## src/rtl/shift_pkg.sv

```systemverilog
// Shared definitions for the pipelined barrel shifter: the op encoding and an
// elaboration-time clog2 used to size the shift-amount path.
package shift_pkg;

  typedef enum logic [1:0] {
    SH_SLL = 2'b00,
    SH_SRL = 2'b01,
    SH_ROR = 2'b10,
    SH_SRA = 2'b11
  } sh_op_t;

  function automatic int clog2(input int value);
    int res;
    res = 0;
    for (int v = value - 1; v > 0; v = v >> 1) begin
      res++;
    end
    return res;
  endfunction

endpackage

```

## src/rtl/shift_level.sv

```systemverilog
// One fixed-distance shift level: either shifts its input by DIST in the
// requested mode or passes data and carry through untouched.
module shift_level
  import shift_pkg::*;
#(
  parameter int WIDTH = 32,
  parameter int DIST  = 1
) (
  input  logic             en,
  input  sh_op_t           op,
  input  logic             sign,
  input  logic [WIDTH-1:0] x,
  input  logic             cin,
  output logic [WIDTH-1:0] y,
  output logic             cout
);

  localparam logic [WIDTH-1:0] FILL_MASK = ~({WIDTH{1'b1}} >> DIST);

  // Shift by DIST when enabled; ROR leaves carry alone, the stage derives it from the MSB.
  always_comb begin
    y    = x;
    cout = cin;
    if (en) begin
      case (op)
        SH_SLL: begin
          y    = x << DIST;
          cout = x[WIDTH-DIST];
        end
        SH_SRL: begin
          y    = x >> DIST;
          cout = x[DIST-1];
        end
        SH_SRA: begin
          y    = (x >> DIST) | (sign ? FILL_MASK : {WIDTH{1'b0}});
          cout = x[DIST-1];
        end
        SH_ROR: begin
          y    = (x >> DIST) | (x << (WIDTH - DIST));
          cout = cin;
        end
        default: begin
          y    = x;
          cout = cin;
        end
      endcase
    end else begin
      y    = x;
      cout = cin;
    end
  end

endmodule

```

## src/rtl/shift_pipe.sv

```systemverilog
// Pipelined barrel shifter: SHW shift levels grouped LEVELS_PER_STAGE per
// register stage, with a combinational valid/ready chain across the stages.
module shift_pipe
  import shift_pkg::*;
#(
  parameter int WIDTH            = 32,
  parameter int LEVELS_PER_STAGE = 2,
  parameter int TAG_W            = 4,
  localparam int SHW    = clog2(WIDTH),
  localparam int NSTAGE = (SHW + LEVELS_PER_STAGE - 1) / LEVELS_PER_STAGE
) (
  input  logic             clk,
  input  logic             reset,
  input  logic             in_valid,
  output logic             in_ready,
  input  logic [1:0]       in_op,
  input  logic [SHW-1:0]   in_shamt,
  input  logic [WIDTH-1:0] in_data,
  input  logic [TAG_W-1:0] in_tag,
  output logic             out_valid,
  input  logic             out_ready,
  output logic [WIDTH-1:0] out_data,
  output logic             out_carry,
  output logic             out_zero,
  output logic [TAG_W-1:0] out_tag
);

  typedef struct packed {
    logic             valid;
    sh_op_t           op;
    logic [SHW-1:0]   shamt;
    logic [WIDTH-1:0] data;
    logic             carry;
    logic             sign;
    logic [TAG_W-1:0] tag;
  } stage_t;

  logic [NSTAGE-1:0] valid_s;
  logic [NSTAGE-1:0] ready_s;
  logic              zero_r;
  logic              unused_s;

  // Stage i can load when it is empty or anything downstream of it can move.
  always_comb begin
    logic room;
    ready_s = {NSTAGE{1'b0}};
    room    = out_ready;
    for (int i = NSTAGE - 1; i >= 0; i--) begin
      room       = room | ~valid_s[i];
      ready_s[i] = room;
    end
  end

  for (genvar s = 0; s < NSTAGE; s++) begin : g_stage
    localparam int FIRST_LVL = s * LEVELS_PER_STAGE;
    localparam int NLVL = (FIRST_LVL + LEVELS_PER_STAGE <= SHW) ? LEVELS_PER_STAGE
                                                                : SHW - FIRST_LVL;
    stage_t head_s;
    stage_t nxt_s;
    stage_t q_r;

    if (s == 0) begin : g_src_in
      assign head_s = '{valid: in_valid, op: sh_op_t'(in_op), shamt: in_shamt,
                        data: in_data, carry: 1'b0, sign: in_data[WIDTH-1], tag: in_tag};
    end else begin : g_src_prev
      assign head_s = g_stage[s-1].q_r;
    end

    // Largest distances first: level LVL consumes shamt bit SHW-1-LVL.
    for (genvar k = 0; k < NLVL; k++) begin : g_lvl
      localparam int LVL = FIRST_LVL + k;
      localparam int BIT = SHW - 1 - LVL;
      logic [WIDTH-1:0] x_s;
      logic [WIDTH-1:0] y_s;
      logic             cin_s;
      logic             cout_s;

      if (k == 0) begin : g_head
        assign x_s   = head_s.data;
        assign cin_s = head_s.carry;
      end else begin : g_link
        assign x_s   = g_lvl[k-1].y_s;
        assign cin_s = g_lvl[k-1].cout_s;
      end

      shift_level #(.WIDTH(WIDTH), .DIST(1 << BIT)) u_level (
        .en   (head_s.shamt[BIT]),
        .op   (head_s.op),
        .sign (head_s.sign),
        .x    (x_s),
        .cin  (cin_s),
        .y    (y_s),
        .cout (cout_s)
      );
    end

    // Next stage contents; a rotate's carry always mirrors the current MSB.
    always_comb begin
      nxt_s      = head_s;
      nxt_s.data = g_lvl[NLVL-1].y_s;
      if (head_s.op == SH_ROR) begin
        nxt_s.carry = g_lvl[NLVL-1].y_s[WIDTH-1];
      end else begin
        nxt_s.carry = g_lvl[NLVL-1].cout_s;
      end
    end

    // Stage register: loads whenever the ready chain says the slot can move.
    always_ff @(posedge clk) begin
      if (reset) begin
        q_r <= '0;
      end else if (ready_s[s]) begin
        q_r <= nxt_s;
      end
    end

    assign valid_s[s] = q_r.valid;
  end

  // Zero flag is registered alongside the final stage's data.
  always_ff @(posedge clk) begin
    if (reset) begin
      zero_r <= 1'b0;
    end else if (ready_s[NSTAGE-1]) begin
      zero_r <= (g_stage[NSTAGE-1].nxt_s.data == {WIDTH{1'b0}});
    end
  end

  assign in_ready  = ready_s[0];
  assign out_valid = g_stage[NSTAGE-1].q_r.valid;
  assign out_data  = g_stage[NSTAGE-1].q_r.data;
  assign out_carry = g_stage[NSTAGE-1].q_r.carry;
  assign out_tag   = g_stage[NSTAGE-1].q_r.tag;
  assign out_zero  = zero_r;

  assign unused_s = ^{g_stage[NSTAGE-1].q_r.op, g_stage[NSTAGE-1].q_r.shamt,
                      g_stage[NSTAGE-1].q_r.sign};

endmodule
```

## config.mk

```make
export PLATFORM = sky130hd
export DESIGN_NAME = shift_pipe
export DESIGN_NICKNAME = d
export VERILOG_FILES = /design/src/rtl/shift_pkg.sv /design/src/rtl/shift_level.sv /design/src/rtl/shift_pipe.sv
export SDC_FILE = /design/constraint.sdc
export NUM_CORES = 1
export LEC_CHECK = 0
export ABC_AREA = 1
export CAP_MARGIN = 40
export CORE_MARGIN = 5
export CORE_UTILIZATION = 60
export CTS_CLUSTER_DIAMETER = 60
export DETAILED_ROUTE_END_ITERATION = 16
export PLACE_DENSITY_LB_ADDON = 0.1
export SLEW_MARGIN = 20
export SYNTH_ARGS = -nofsm -noshare
export SYNTH_HDL_FRONTEND = slang
export SYNTH_SLANG_ARGS = --single-unit
```

## constraint.sdc

```tcl
create_clock -name clk -period 2.4 [get_ports clk]
set_input_delay 0.48 -clock clk [delete_from_list [all_inputs] [get_ports clk]]
set_output_delay 0.48 -clock clk [all_outputs]
set_load 0.1 [all_outputs]
```

Word level (Yosys, flattened, before mapping). Cells that the tools add are included.

Flip-flop bits (word level): 125. Input bits: 47. Output and inout port bits: 40. Word-level logic and storage cells: 79.

Equal/unequal tests: 9. Muxes and demuxes: 28. Bitwise operators: 16. Reduce and logical (&&, ||, !) cells: 7.

Operators by type and width (count): $pmux 32 s4 (5); $mux 32 (10); $or 16x32->32 (2); $or 24x32->32 (2); $or 28x32->32 (2); $or 30x32->32 (2); $or 31x32->32 (2); $logic_not 32->1 (1); $eq 2x2->1 const B (6); $pmux 1 s2 (5); $mux 1 (8); $eq 2x1->1 const B (3); $logic_not 2->1 (3); $reduce_or 2->1 (3); $not 1->1 (3); $or 1x1->1 (3).

Depth between registers and ports, before layout. Gate-level depths: netlist (run 1).

Depth after elaboration: 8. Depth in mapped cells: 12. Mapped depth without buffers: 11.

Modules after synthesis. A second synthesis (run 1) with hierarchy kept.

Cells, all modules: 1469. Area, all modules: 8595.7 um^2.

By module, submodules not included: shift_pipe (times used 1, cells each 578, area an instance 4475.5 um^2); shift_level at g_stage[0].g_lvl[1].u_level (times used 1, cells each 184, area an instance 865.8 um^2); shift_level at g_stage[2].g_lvl[0].u_level (times used 1, cells each 186, area an instance 855.8 um^2); shift_level at g_stage[1].g_lvl[1].u_level (times used 1, cells each 186, area an instance 854.6 um^2); shift_level at g_stage[1].g_lvl[0].u_level (times used 1, cells each 185, area an instance 817.0 um^2); shift_level at g_stage[0].g_lvl[0].u_level (times used 1, cells each 150, area an instance 726.9 um^2).

Worst setup path after synthesis (run 1). No wires, ideal clock.

Path kind: reg2out. Start point: register g_stage[2].q_r (netlist bit out_valid). End point: output port in_ready. Data arrival time: 2.149 ns. Slack: -0.229 ns. Cell stages (with the launch flop): 7. Cell sequence: dfxtp_1 > nand2_1 > nor2_1 > inv_1 > nor2_2 > inv_2 > clkbuf_1.

Word-level cells in the longest chain between the ends: 4.

RTL lines: from (decl) (RTL line shift_pipe.sv:60) `stage_t q_r;`; from (signal assigned) (RTL line shift_pipe.sv:113) `q_r <= nxt_s;`; $not 1->1 (RTL line shift_pipe.sv:49) `room = room | ~valid_s[i];`; $or 1x1->1 (3 in series) (RTL line shift_pipe.sv:49); to (decl) (RTL line shift_pipe.sv:15) `output logic in_ready,`.

No other way between the ends.

Final worst setup path (run 1).
Start point: input port out_ready. End point: output port in_ready.

Word-level cells in the longest chain between the ends: 3.

RTL lines: from (decl) (RTL line shift_pipe.sv:21) `input logic out_ready,`; $or 1x1->1 (3 in series) (RTL line shift_pipe.sv:49).

No other way between the ends.

==> results of run 1 <==
-- final timing paths --
kind,start,end,slack [ps],cells after the start
hold / removal,g_stage[1].q_r[45],out_valid,450,2
setup / recovery,out_ready,in_ready,330,8
hold reg to reg,g_stage[1].q_r[45],out_valid,450,2
setup reg to reg,g_stage[1].q_r[43],out_zero,480,11
-- registers in the layout (all words and copies together), names as in the netlist --
name / cells
g_stage.q_r: 20
out_valid: 1
out_zero: 1
g_stage.g_lvl.x_s: 64
g_stage.g_lvl.cin_s: 2
out_carry: 1
out_data: 32
out_tag: 4
-- tightest hold or removal path, cell delays in order (launching register included) --
cell     delay [ps]
dfxtp_1         290
inv_1            60
a21oi_1          60
-- per-stage QoR --
stage / utilization / hold WS (ps) / setup slack, ps / instance area [um^2]
after global routing: 0.723 / 489 / 260 / 9130
after detailed placement: 0.676 / 442 / 176 / 8530
final: 0.723 / 451 / 326 / 9130
after global placement: 0.676 / 437 / 214 / 8530
after floorplan: - / 429 / 268 / 7690
after CTS: 0.723 / 450 / 307 / 9130
-- cells in the mapped netlist (all sizes together) --
library cell and number:
or2 33, a31oi 19, o21a 1, nor2 106, a31o 5, nor3b 1, clkinv 1, dfxtp 125
inv 106, o22ai 18, o21ai 220, nand2 266, clkbuf 42, buf 49, a21oi 77, o31ai 1
o211ai 42, nand3b 1, nand3 78, a22o 10
-- power by group --
group          internal, uW  total, uW  switching (uW)
sequential             2230       2360             131
combinational           475       1460             984
clock                  1680       2610             928
-- per-layer routing --
layer  GRT usage  part of all wire  vias to the layer above
met5           0                 0                        -
met4       0.103             0.024                        0
met3      0.0489             0.061                       39
met2       0.450              0.46                      292
met1       0.380              0.45                     3656
li1            -                 -                     4110
-- area by class of cell --
class	count	share of cell area
Multi-Input combinational cell	878	0.472
Timing Repair Buffer	118	0.121
Tap cell	172	0.0236
Clock inverter	11	0.0155
Clock buffer	21	0.0504
Sequential cell	125	0.274
Inverter	107	0.0440
-- cells by family after synthesis --
logic type,Yosys count,synth area share
compound gates,393,0.289
buf+inv,198,0.115
flops,125,0.325
simple gates,485,0.271
==> run_results.csv, run 1 <==
group,metric,value,unit
finish,final_cell_mix,"nand2_1, o21ai_0, dfxtp_1",
timing,finClkSkew,10.5,ps
finish,regArea,2500,um^2
finish,stdcell_count,1432,
critical_path,cp_cell_sequence,"clkdlybuf4s50_1, inv_1, nand2_2, nor2_1, inv_1, nor2_2, inv_2, buf_12",
clock_tree,cts_buffer_depth,2,
clock_tree,numCtsBuffers,17,
clock_tree,clk_pin_slew,60,ps
critical_path,worstPathArrival,1590,ps
critical_path,crit_required,1920,ps
synthesis,syn_nets,1248,
routing,num_vias,8097,
global_route,grt_first_pass_wirelength,34300,um
power,p_total,6430,uW
global_route,antenna_found_initial,0,
finish,syn_to_final_growth,18.7,%
floorplanning,dieWidth,123,um
clock_tree,hold_buffers,0,
synthesis,syn_avg_cell_area,6.40,um^2
worst_hold_path,worstHoldPathType,"flop to flop",
floorplanning,rows,41,
clock_tree,cts_sinks,125,
critical_path,max_stage_delay,400,ps
placement,dp_hpwl,14800,um
finish,diodes,0,
timing,tns,0,ps
timing,fin_crit_sh,0.864,
finish,fill_cells,1129,
synthesis,netlist_area,7690,um^2
job,cap_violations,0,
timing,tightest_slew,678,ps
clock_tree,htree_levels,4,
critical_path,cp_num_buf_inv,5,
finish,fin_nets,1294,
routing,via_per_inst,5.65,
critical_path,slowest_stage,"clkdlybuf4s50_1",
timing,fmax,482,MHz
routing,drc,0,
global_route,grt_max_degree,67,
routing,dr.pass1.iters,5,
floorplanning,die_area,15200,um^2
finish,drive_above_1_share,0.121,
clock_tree,ctsRootBufferMaster,"clkbuf_16",
critical_path,critPathMaxFanout,3,
timing,setup_viol,0,
clock_tree,post-cts-setup-buffer-count,0,
power,irDropWorstVdd,0.500,mV
floorplanning,start_util,0.609,
timing,drv_slew,0,
placement,dp_cells,1400,
synthesis,yosys.area.top_type,"dfxtp_1",
floorplanning,io_pins,87,
clock_tree,cts_tree,"built",
synthesis,synthCells,1201,
clock_tree,cts_resized,0,
outcome,status,"complete, no violations",
synthesis,ys_ff_latch,125,
critical_path,crit_path_end_kind,"primary output",
synthesis,ys_warn_count,0,
timing,finalHoldViolations,0,
floorplanning,fp.coreArea,12600,um^2
power,leakagePower,0.00421,uW
synthesis,synth_cell_types,37,
routing,drt_iter0_drc,750,
finish,multi_input_area,4310,um^2
critical_path,crit_type,"input pin to primary output",
placement,finalWeightedCongestion,0.941,
finish,layout_commonest_cell,"nand2_1",
clock_tree,worstSkewPairLatency,430,ps
global_route,overflow,0,
synthesis,synth_sequential_area_ratio,0.325,
global_route,grt_usage,0.281,
routing,wl,20800,um
synthesis,synth_top_area_frac,0.325,
power,power_density,704,nW/um^2
synthesis,synth_area_leaders,"dfxtp_1, nand2_1, o21ai_0, a21oi_1, nand3_1",
global_route,grt_pass1_vias,7143,
timing,grt_setup_unrepaired,"false",
critical_path,cp_top_family,"buffers and inverters",
routing,drt.antenna.violating_nets,0,
critical_path,start_kind,"input pin",
critical_path,crit_path_frequent_cell,"inv_1",
timing,relSlewSlack,0.547,
timing,fin_crit,2070,ps
floorplanning,dieHeight,123,um
placement,port_buffers,86,
routing,wl_per_cell,14.5,um
No activity file was read; power rests on OpenSTA's default activity.
==> run 2, diff against run 1 <==
--- a/config.mk
+++ b/config.mk
@@ -8,7 +8,7 @@
 export ABC_AREA = 1
 export CAP_MARGIN = 40
 export CORE_MARGIN = 5
-export CORE_UTILIZATION = 60
+export CORE_UTILIZATION = 62
 export CTS_CLUSTER_DIAMETER = 60
 export DETAILED_ROUTE_END_ITERATION = 16
 export PLACE_DENSITY_LB_ADDON = 0.1
==> run_results.csv, run 2 (same netlist as run 1, synthesis figures left out) <==
group,metric,value,unit
critical_path,crit_required,1920,ps
clock_tree,worstSkewPairLatency,430,ps
job,cap_violations,0,
finish,diodes,0,
critical_path,reg2reg_from,"g_stage[1].q_r[38]",
timing,tns,0,ps
clock_tree,hold_buffers,0,
critical_path,worst_r2r_path_depth,11,
critical_path,critPathMaxFanout,10,
timing,grt_setup_unrepaired,"false",
critical_path,worstPathArrival,1720,ps
routing,num_vias,8281,
timing,finClkSkew,6.36,ps
finish,final_cell_mix,"nand2_1, o21ai_0, dfxtp_1",
global_route,grt_max_degree,73,
global_route,grtUsageMet2,0.458,
global_route,grt_first_pass_wirelength,36200,um
timing,relSlewSlack,0.492,
power,irDropWorstVdd,0.623,mV
routing,drc,0,
placement,dp_slack,149,ps
finish,drive_above_1_share,0.122,
placement,place_area,8470,um^2
timing,finalHoldViolations,0,
routing,drt.antenna.violating_nets,0,
power,leakagePower,0.00417,uW
timing,fin_crit,2200,ps
worst_hold_path,hold_path_end,"out_valid",
timing,fmax,454,MHz
timing,setup_viol,0,
routing,wl,22300,um
global_route,antenna_found_initial,0,
critical_path,crit_path_end_kind,"primary output",
clock_tree,post-cts-setup-buffer-count,0,
clock_tree,cts_buffer_depth,2,
placement,dp_hpwl,16000,um
global_route,grt.met3_usage,0.0755,
timing,drv_slew,0,
outcome,status,"complete, no violations",
floorplanning,dieWidth,121,um
global_route,grt_pass1_vias,7316,
floorplanning,start_util,0.638,
power,power_density,702,nW/um^2
finish,fill_cells,1019,
global_route,grt-busiest-layer,"met2",
placement,finalWeightedCongestion,1.04,
critical_path,rr_endpoint,"out_zero",
placement,port_buffers,86,
worst_hold_path,worstHoldPathType,"flop to flop",
finish,fin_nets,1293,
clock_tree,ctsRootBufferMaster,"clkbuf_16",
routing,drt_iter0_drc,1026,
global_route,use_met1,0.420,
floorplanning,die_area,14700,um^2
placement,dp_cells,1395,
clock_tree,cts_tree,"built",
finish,layout_commonest_cell,"nand2_1",
finish,largest_register_ffs,64,
floorplanning,io_pins,87,
floorplanning,dieHeight,121,um
global_route,overflow,0,
routing,wl_per_cell,15.7,um
timing,setup_ws,199,ps
routing,via_per_inst,5.80,
finish,finalInstanceArea,9040,um^2
floorplanning,fp.coreArea,12100,um^2
clock_tree,htree_levels,4,
finish,syn_to_final_growth,17.6,%
floorplanning,rows,40,
timing,tightest_slew,761,ps
clock_tree,clk_pin_slew,60,ps
finish,multi_input_area,4310,um^2
routing,dr.pass1.iters,5,
clock_tree,cts_sinks,125,
critical_path,start_kind,"input pin",
finish,stdcell_count,1427,
worst_hold_path,whs_path_depth,2,
critical_path,reg2reg_slack,410,ps
clock_tree,cts_resized,0,
finish,regArea,2500,um^2
critical_path,crit_type,"input pin to primary output",
clock_tree,numCtsBuffers,17,
timing,fin_crit_sh,0.917,
global_route,grt_usage,0.303,
worst_hold_path,hold_start,"g_stage[1].q_r[45]",
[run 2: per-stage QoR]
stage | total power (uW) | hold slack (ps) | utilization
2_1_floorplan | 3470 | 429 | -
3_3_place_gp | 3840 | 458 | 0.702
3_5_place_dp | 3860 | 466 | 0.702
4_1_cts | 6340 | 480 | 0.750
5_1_grt | 6610 | 512 | 0.750
6_report | 6340 | 476 | 0.750
[run 2: area by class of cell]
cell class	instances	share of cell area
multi-input combinational	878	0.476
sequential	125	0.277
timing repair buffer	117	0.115
clock buffer	17	0.0471
inverter	107	0.0444
tap	168	0.0232
clock inverter	15	0.0166
[run 2: how the worst max path moves through the flow]
stage,startpoint,end,depth (start not counted)
floorplan,out_valid,in_ready,6
global placement,in_op[0],g_stage[1].g_lvl[0].x_s[10],8
detailed placement,in_op[1],g_stage[1].g_lvl[0].x_s[4],7
CTS,out_ready,in_ready,8
global route,out_ready,in_ready,8
finish,out_ready,in_ready,8
[run 2: where the power goes]
group	internal, uW	total, uW	switching (uW)
Sequential	2230	2370	136
Combinational	467	1480	1010
Clock	1450	2500	1050
[run 2: routing by layer]
metal  share of wire  routed length, um
met3           0.089               2000
met4           0.022                492
met2            0.45              10000
met5               0                  0
met1            0.44               9840
[run 2: worst max-delay path, stage by stage]
cell and delay (ps):
clkdlybuf4s50_1 450, inv_1 40, nand2_2 70, nor2_1 60, inv_1 130, nor2_2 60, inv_2 210, buf_12 210
==> run 3, diff against run 2 <==
--- a/config.mk
+++ b/config.mk
@@ -10,6 +10,7 @@
 export CORE_MARGIN = 5
 export CORE_UTILIZATION = 62
 export CTS_CLUSTER_DIAMETER = 60
+export CTS_CLUSTER_SIZE = 28
 export DETAILED_ROUTE_END_ITERATION = 16
 export PLACE_DENSITY_LB_ADDON = 0.1
 export SLEW_MARGIN = 20
==> results of run 3 <==
Final layout, timing and power as in run 2 (identical DEF).
